`src/rtl/fetch_ctrl.sv`:
```
// fetch_ctrl: instruction-fetch PC sequencer with an IF/ID pipeline register.
//
// Sequences fetch_pc through BOOT -> RUN, holding in MISS while the I-cache
// misses. Exceptions, taken redirects, miss holds and decode stalls are
// resolved in a fixed priority order.
//
// Ports:
//   clk            single clock, rising-edge
//   rst            synchronous active-high reset
//   ihit           I-cache hit for the current fetch_pc (same cycle)
//   stall          decode hazard; IF/ID holds
//   redirect_valid taken branch/jump this cycle
//   redirect_pc    branch/jump target (low two bits ignored)
//   exc            exception request
//   fetch_pc       address presented to the I-cache (word aligned)
//   fetch_req      fetch_pc is a live request
//   if_valid       IF/ID holds a valid instruction
//   if_pc          PC of the instruction in IF/ID
//   epc            fetch_pc captured when an exception was taken
//   miss_cnt       saturating count of cycles spent in MISS
module fetch_ctrl #(
  parameter logic [31:0] RESET_PC = 32'h0000_0000,
  parameter logic [31:0] EXC_VEC  = 32'h0000_0080
) (
  input  logic        clk,
  input  logic        rst,
  input  logic        ihit,
  input  logic        stall,
  input  logic        redirect_valid,
  input  logic [31:0] redirect_pc,
  input  logic        exc,
  output logic [31:0] fetch_pc,
  output logic        fetch_req,
  output logic        if_valid,
  output logic [31:0] if_pc,
  output logic [31:0] epc,
  output logic [15:0] miss_cnt
);

  typedef enum logic [1:0] {
    BOOT = 2'd0,
    RUN  = 2'd1,
    MISS = 2'd2
  } state_t;

  state_t      state_q, state_d;
  logic [31:0] fetch_pc_q, fetch_pc_d;
  logic        if_valid_q, if_valid_d;
  logic [31:0] if_pc_q, if_pc_d;
  logic [31:0] epc_q, epc_d;
  logic [15:0] miss_cnt_q, miss_cnt_d;

  // State register. Reset discards everything, including a pending miss or
  // a held IF/ID, so the block always restarts with one BOOT cycle.
  always_ff @(posedge clk) begin
    if (rst) begin
      state_q    <= BOOT;
      fetch_pc_q <= {RESET_PC[31:2], 2'b00};
      if_valid_q <= 1'b0;
      if_pc_q    <= 32'h0;
      epc_q      <= 32'h0;
      miss_cnt_q <= 16'h0;
    end else begin
      state_q    <= state_d;
      fetch_pc_q <= fetch_pc_d;
      if_valid_q <= if_valid_d;
      if_pc_q    <= if_pc_d;
      epc_q      <= epc_d;
      miss_cnt_q <= miss_cnt_d;
    end
  end

  // Next-state logic. Priority in RUN/MISS: exception, then redirect, then
  // miss/stall hold, then sequential advance. A hit while in MISS behaves
  // exactly like a hit in RUN.
  always_comb begin
    state_d    = state_q;
    fetch_pc_d = fetch_pc_q;
    if_valid_d = if_valid_q;
    if_pc_d    = if_pc_q;
    epc_d      = epc_q;
    miss_cnt_d = miss_cnt_q;

    // Every cycle spent in MISS is counted, saturating at all-ones.
    if (state_q == MISS && miss_cnt_q != 16'hFFFF) begin
      miss_cnt_d = miss_cnt_q + 16'd1;
    end

    case (state_q)
      BOOT: begin
        state_d = RUN;
      end
      RUN, MISS: begin
        if (exc) begin
          fetch_pc_d = EXC_VEC;
          epc_d      = fetch_pc_q;
          if_valid_d = 1'b0;
          state_d    = RUN;
        end else if (redirect_valid) begin
          // Squashes IF/ID even under stall and abandons any miss.
          fetch_pc_d = {redirect_pc[31:2], 2'b00};
          if_valid_d = 1'b0;
          state_d    = RUN;
        end else if (!ihit) begin
          state_d = MISS;
          if (!stall) begin
            if_valid_d = 1'b0;
          end
        end else begin
          state_d = RUN;
          if (!stall) begin
            if_valid_d = 1'b1;
            if_pc_d    = fetch_pc_q;
            fetch_pc_d = fetch_pc_q + 32'd4;
          end
        end
      end
      default: begin
        state_d = BOOT;
      end
    endcase
  end

  assign fetch_pc  = {fetch_pc_q[31:2], 2'b00};
  assign fetch_req = (state_q != BOOT);
  assign if_valid  = if_valid_q;
  assign if_pc     = if_pc_q;
  assign epc       = epc_q;
  assign miss_cnt  = miss_cnt_q;

endmodule

```
`config.mk`:
```
export PLATFORM = sky130hd
export DESIGN_NAME = fetch_ctrl
export DESIGN_NICKNAME = d
export VERILOG_FILES = /design/src/rtl/fetch_ctrl.sv
export SDC_FILE = /design/constraint.sdc
export NUM_CORES = 1
export LEC_CHECK = 0
export BUFFER_PORTS_ARGS = -buffer_cell sky130_fd_sc_hd__buf_2
export CAP_MARGIN = 20
export CORE_ASPECT_RATIO = 1.2
export CORE_MARGIN = 2
export CORE_UTILIZATION = 30
export CTS_CLUSTER_SIZE = 12
export DETAILED_ROUTE_END_ITERATION = 8
export PLACE_DENSITY = 0.58
export SKIP_LAST_GASP = 1
export SLEW_MARGIN = 5
export SYNTH_ARGS = -nofsm -noshare
export SYNTH_HDL_FRONTEND = slang
export SYNTH_SLANG_ARGS = --single-unit
export TNS_END_PERCENT = 50
```
`constraint.sdc`:
```
create_clock -name clk -period 3.32 [get_ports clk]
set_input_delay 0.332 -clock clk [delete_from_list [all_inputs] [get_ports clk]]
set_output_delay 0.332 -clock clk [all_outputs]
set_load 0.02 [all_outputs]
```
After elaboration in Yosys (flattened, before gate mapping)
Cells that the tools add are included.
{"block": "op_classes", "n_addsub": 2, "eq_ne": 4, "mux": 13, "bitwise_logic": 3, "n_reduce_logical": 9}
{"operator": "$mux W32", "count": 4}
{"operator": "$add A32 B3 Y32 const B", "count": 1}
{"operator": "$add A16 B1 Y16 const B", "count": 1}
{"operator": "$ne A16 B16 Y1 const B", "count": 1}
{"operator": "$mux W2", "count": 3}
{"operator": "$mux W1", "count": 5}
{"operator": "$reduce_and A5 Y1", "count": 1}
{"operator": "$pmux W2 S2", "count": 1}
{"operator": "$reduce_and A2 Y1", "count": 2}
{"operator": "$ne A3 B1 Y1 const B", "count": 1}
{"operator": "$not A1 Y1", "count": 3}
{"operator": "$reduce_and A3 Y1", "count": 1}
{"operator": "$reduce_bool A3 Y1", "count": 1}
{"operator": "$eq A2 B1 Y1 const B", "count": 1}
{"operator": "$eq A2 B2 Y1 const B", "count": 1}
{"operator": "$logic_not A2 Y1", "count": 1}
{"operator": "$reduce_bool A2 Y1", "count": 1}
{"operator": "$reduce_or A2 Y1", "count": 1}
{"operator": "$logic_and A1 B1 Y1", "count": 1}
{"block": "word_totals", "regBits": 115, "in_bits": 38, "out_inout_bits": 114, "wordCells": 37}

Logic depth before layout (Yosys ltp)
{"block": "depth", "word_depth": 5, "mapped_depth": 8, "mapped_depth_nobuf": 7}

Least setup slack after synthesis
No wires, ideal clock.
{"block": "synth_timing", "path_type": "register to register", "start": "register fetch_pc_q[2]", "end": "register fetch_pc_q[20]", "setup_ns": 0.062, "t_arrival_ns": 2.142, "t_required_ns": 3.258, "setup_slack_ns": 1.116, "path_stages_with_launch": 7, "n_path_buf": 0, "period_less_slack_ns": 2.204, "path_cell_list": "dfxtp_1 ha_1 nand3_2 or3_4 or3_4 or4_1 nand3_1"}
{"block": "synth_via", "elab_chain_cells": 5}
{"item": "from (decl)", "line": "47", "source": "logic [31:0] fetch_pc_q, fetch_pc_d;"}
{"item": "from (signal assigned)", "line": "58", "source": "fetch_pc_q <= {RESET_PC[31:2], 2'b00};"}
{"item": "from (signal assigned)", "line": "65", "source": "fetch_pc_q <= fetch_pc_d;"}
{"item": "$add A32 B3 Y32", "line": "114", "source": "fetch_pc_d = fetch_pc_q + 32'd4;"}
{"item": "$mux W32", "line": "111", "source": "if (!stall) begin"}
{"item": "$mux W32", "line": "104", "source": "end else if (!ihit) begin"}
{"item": "$mux W32", "line": "99", "source": "end else if (redirect_valid) begin"}
{"item": "$mux W32", "line": "94", "source": "if (exc) begin"}
Every way passes these cells. The select of a mux whose other input is x is not followed.
A chain may end at the register's enable or synchronous reset.

Final worst setup path
{"block": "layout_timing", "start": "register state_q[1]", "end": "register fetch_pc_q[25]"}
{"block": "layout_via", "elab_chain_cells": 3, "elab_cells_between_ends": 4, "classes_between": "eq/ne (2); reduce/logical (2)"}
{"item": "from (decl)", "line": "46", "source": "state_t state_q, state_d;"}
{"item": "from (signal assigned)", "line": "64", "source": "state_q <= state_d;"}
{"item": "$eq A2 B2 Y1 / $eq A2 B1 Y1 (equally long branches)", "line": "89", "source": "case (state_q)"}
{"item": "$reduce_or A2 Y1 (*)", "line": "89"}
{"item": "$reduce_and A3 Y1 (no source line) (*)"}
Every way passes the cells marked *; elsewhere a longest branch is shown, timed or not.

==> results by group <==
Worst setup path
  • CP Class: flip-flop to flip-flop
  • Startpoint Class: flip-flop
  • R2R Setup Slk: 0.88 ns
  • Arrival time of the worst setup path: 2.74 ns
  • Crit-path max FO: 12
  • CP Capture Type: flip-flop
  • WP data required: 3.62 ns

Power and ir drop
  • Comb pwr share: 0.079
  • Peak supply drop: 0.2159 mV
  • Switching part of the total: 0.2463
  • Clk pwr share: 0.395
  • Leakage Power: 2.423 nW
  • Switch Pwr: 628.9 uW
  • Cell area power density: 426.0 mW/mm2
  • P_int: 1.924 mW
  • Sequential share of power: 0.526

STA
  • Slew @ Worst Pin: roughly 0.97 ns
  • Final setup violation count: 0
  • Tmin final: between 2 and 2.5 ns
  • Setup_tns: 0 ns
  • Fmax: 0.4093 GHz
  • Final Hold Slack: 0.1762 ns
  • Clock Skews: 0.004858 ns
  • Final worst-path cycle share: 0.7359
  • Max-slew violations: 0
  • RSZ-0062 raised after global routing: false
  • Rel. slew slack: 0.3546
  • Final hold viol count: 0

Layout
  • Final core utilization: 0.3817
  • Synth-to-Final Area Change: 24.09%
  • Nets@finish: just under 800
  • Design Area, Final: between 0.005 and 0.006 mm2
  • Finished Layout Cells: roughly 960
  • Share of cells above drive strength 1: 0.2417
  • # fillers: about 1700

Placement
  • Post-DP HPWL: 10540 um
  • PortBufs: 143
  • Area after DPL: 0.005724 mm2
  • # placed instances: 943
  • GPL Wtd Cong: 0.8319

Yosys
  • Post-synth top area share: 0.4518
  • Post-synth top area cell: dfxtp_1
  • Synth unique cells: 51
  • Count leader, synth: nand2_1
  • Syn. warnings: 0
  • FFs w/ async S/R, synth: 0
  • Number of flops mapped to enable cells by yosys: 0
  • Post-synthesis cell count: about 620
  • Mean Syn Cell Area: 7.752 um2
  • Cell Area, Synth: 0.004830 mm2
  • Post-synth top cells: 154 x nand2_1, 109 x dfxtp_1, 79 x a21oi_1
  • Ys flop type: dfxtp_1
  • Sequential share of the synthesized area: 0.4518
  • Largest cells by area after synthesis: dfxtp_1 45%, nand2_1 12%, a21oi_1 8.2%
  • Yosys reg bits: 109

Clock network
  • CTS buffer count: 9
  • Post-CTS Setup Inserts: 0
  • CTS tree: done
  • Hold Buf Count CTS: 0
  • Worst-case clock buffer depth: 2
  • Root Buffer: clkbuf_16
  • Cts repair resizes: 0
  • CTS clk-pin slew, worst paths: 0.07 ns
  • Clock H-tree levels: 3
  • # clock sinks: 109
  • Clk Latency, worst-skew pair: 0.35 ns

Global routing
  • Global Route Usage Sum: 0.1762
  • Initial antenna violation count: 2
  • Number of global-route vias before repair: 4484
  • First-pass GRT wire length: approximately 24000 um
  • Grt ovf: 0
  • Largest net degree at the start of global routing: 90

Route
  • DRT Pass-1 Iters: 5
  • Final ANT Viol Nets: 0
  • DRT iter0 DRCs: 264
  • Top Layer Used: met5
  • DR WL/cell: between 15 and 20 um
  • DRC: 0
  • Met2 WL: 6990 um
  • Via count: between 4000 and 5000
  • Via/cell ratio: between 4 and 5
  • Final wirelength: 14980 um
  • WL met1: 6543 um
  • Met3 WL: 1001 um

Floorplanning
  • Initial Util: 0.3076
  • Die area: around 0.017 mm2
  • CORE AREA: 0.01570 mm2
  • Io pins: 152
  • Die Height: 143.0 um
  • Chip Width: 119.8 um
  • Row Count: 50

Min path
  • Min-delay worst type: input port to flip-flop

Outcome
  • Status: finished, final reports clean

Run
  • # Max-Cap Violations: 0
## kinds of logic (layout without fill, tap and decap cells)
logic type | after synthesis | count (layout) | share of synthesized area
simple gates | 275 | 275 | 0.2588
compound gates | 153 | 153 | 0.1863
flops | 109 | 109 | 0.4518
buf+inv | 61 | 182 | 0.05363
xor+xnor | 15 | 15 | 0.02720
fa+ha+maj | 5 | 5 | 0.01295
mux | 4 | 4 | 0.008549
other cells | 1 | 7 | 0.0007765
## cell type report
cell class                 instances  area [um2]  share of cell area
antenna                            1       2.502           0.0004175
clock buffer                      12       256.5             0.04280
inverter                          11       41.29            0.006889
sequential                       109        2182              0.3641
multi-input combinational        458        2407              0.4017
clock inverter                     2       10.01            0.001670
tap                              208       260.3             0.04342
timing repair buffer             157       833.3              0.1390
## worst paths after layout
path | from | endpoint | cells after the start
max | state_q[1]$_SDFF_PP0_ | fetch_pc_q[25]$_SDFFE_PP0P_ | 8
min | ihit | state_q[1]$_SDFF_PP0_ | 2
max reg2reg | state_q[1]$_SDFF_PP0_ | fetch_pc_q[25]$_SDFFE_PP0P_ | 8
min reg2reg | epc[19]$_SDFFE_PP0P_ | epc[19]$_SDFFE_PP0P_ | 2
## through the flow
stage | setup slack, ns | total power [mW]
global route | 0.6603 | 2.655
floorplan | 1.116 | 1.496
CTS | 0.9198 | 2.597
detailed placement | 0.9408 | 1.576
finish | 0.8770 | 2.553
global placement | 0.9655 | 1.576
## worst max-delay path: stages, from the launching register on
cell and delay [ns]:
dfxtp_1 0.36, inv_1 0.05, ha_1 0.48, nor3b_1 0.32, o21ai_0 0.27, buf_4 0.26
a21oi_1 0.20, or3b_1 0.37, nand3_1 0.08
## routing by layer
metal / GRT usage / vias to the layer above
met1: 0.2127 / 2143
met2: 0.2881 / 155
li1: - / 2404
met4: 0.09040 / 2
met3: 0.04712 / 31
met5: 0 / -
## state kept, by name (all words and copies together), names as in the netlist
register	count
epc	30
fetch_pc_q	30
if_pc	30
if_valid	1
miss_cnt	16
state_q	2
## power by group through the flow
stage	clock (mW)	combinational, mW	sequential (mW)
after floorplan	0	0.114	1.38
after global placement	0	0.203	1.37
after detailed placement	0	0.203	1.37
after CTS	1.05	0.203	1.34
after global routing	1.09	0.222	1.34
final	1.01	0.201	1.34
## cells in the final DEF (no fill, tap or decap), drive strengths merged, types with 2 or more instances in the layout
master	synthesis	final
a22oi	8	8
or2	2	2
a211oi	3	3
nand4b	2	2
xnor2	5	5
mux2i	3	3
o32ai	3	3
o211ai	7	7
dfxtp	109	109
clkinv	0	2
nand2	154	154
a21oi	79	79
a41oi	3	3
clkbuf	37	12
nor4	8	8
xor2	10	10
or4	4	4
a31oi	4	4
a32oi	3	3
conb	1	6
nor3	13	13
nor2b	4	4
o21ai	29	29
and3	7	7
nor2	35	35
nand3	21	21
nand4	17	17
ha	5	5
o311ai	6	6
inv	11	11
o21a	2	2
buf	13	157
or3	4	4
(Power assumes the default switching activity.)
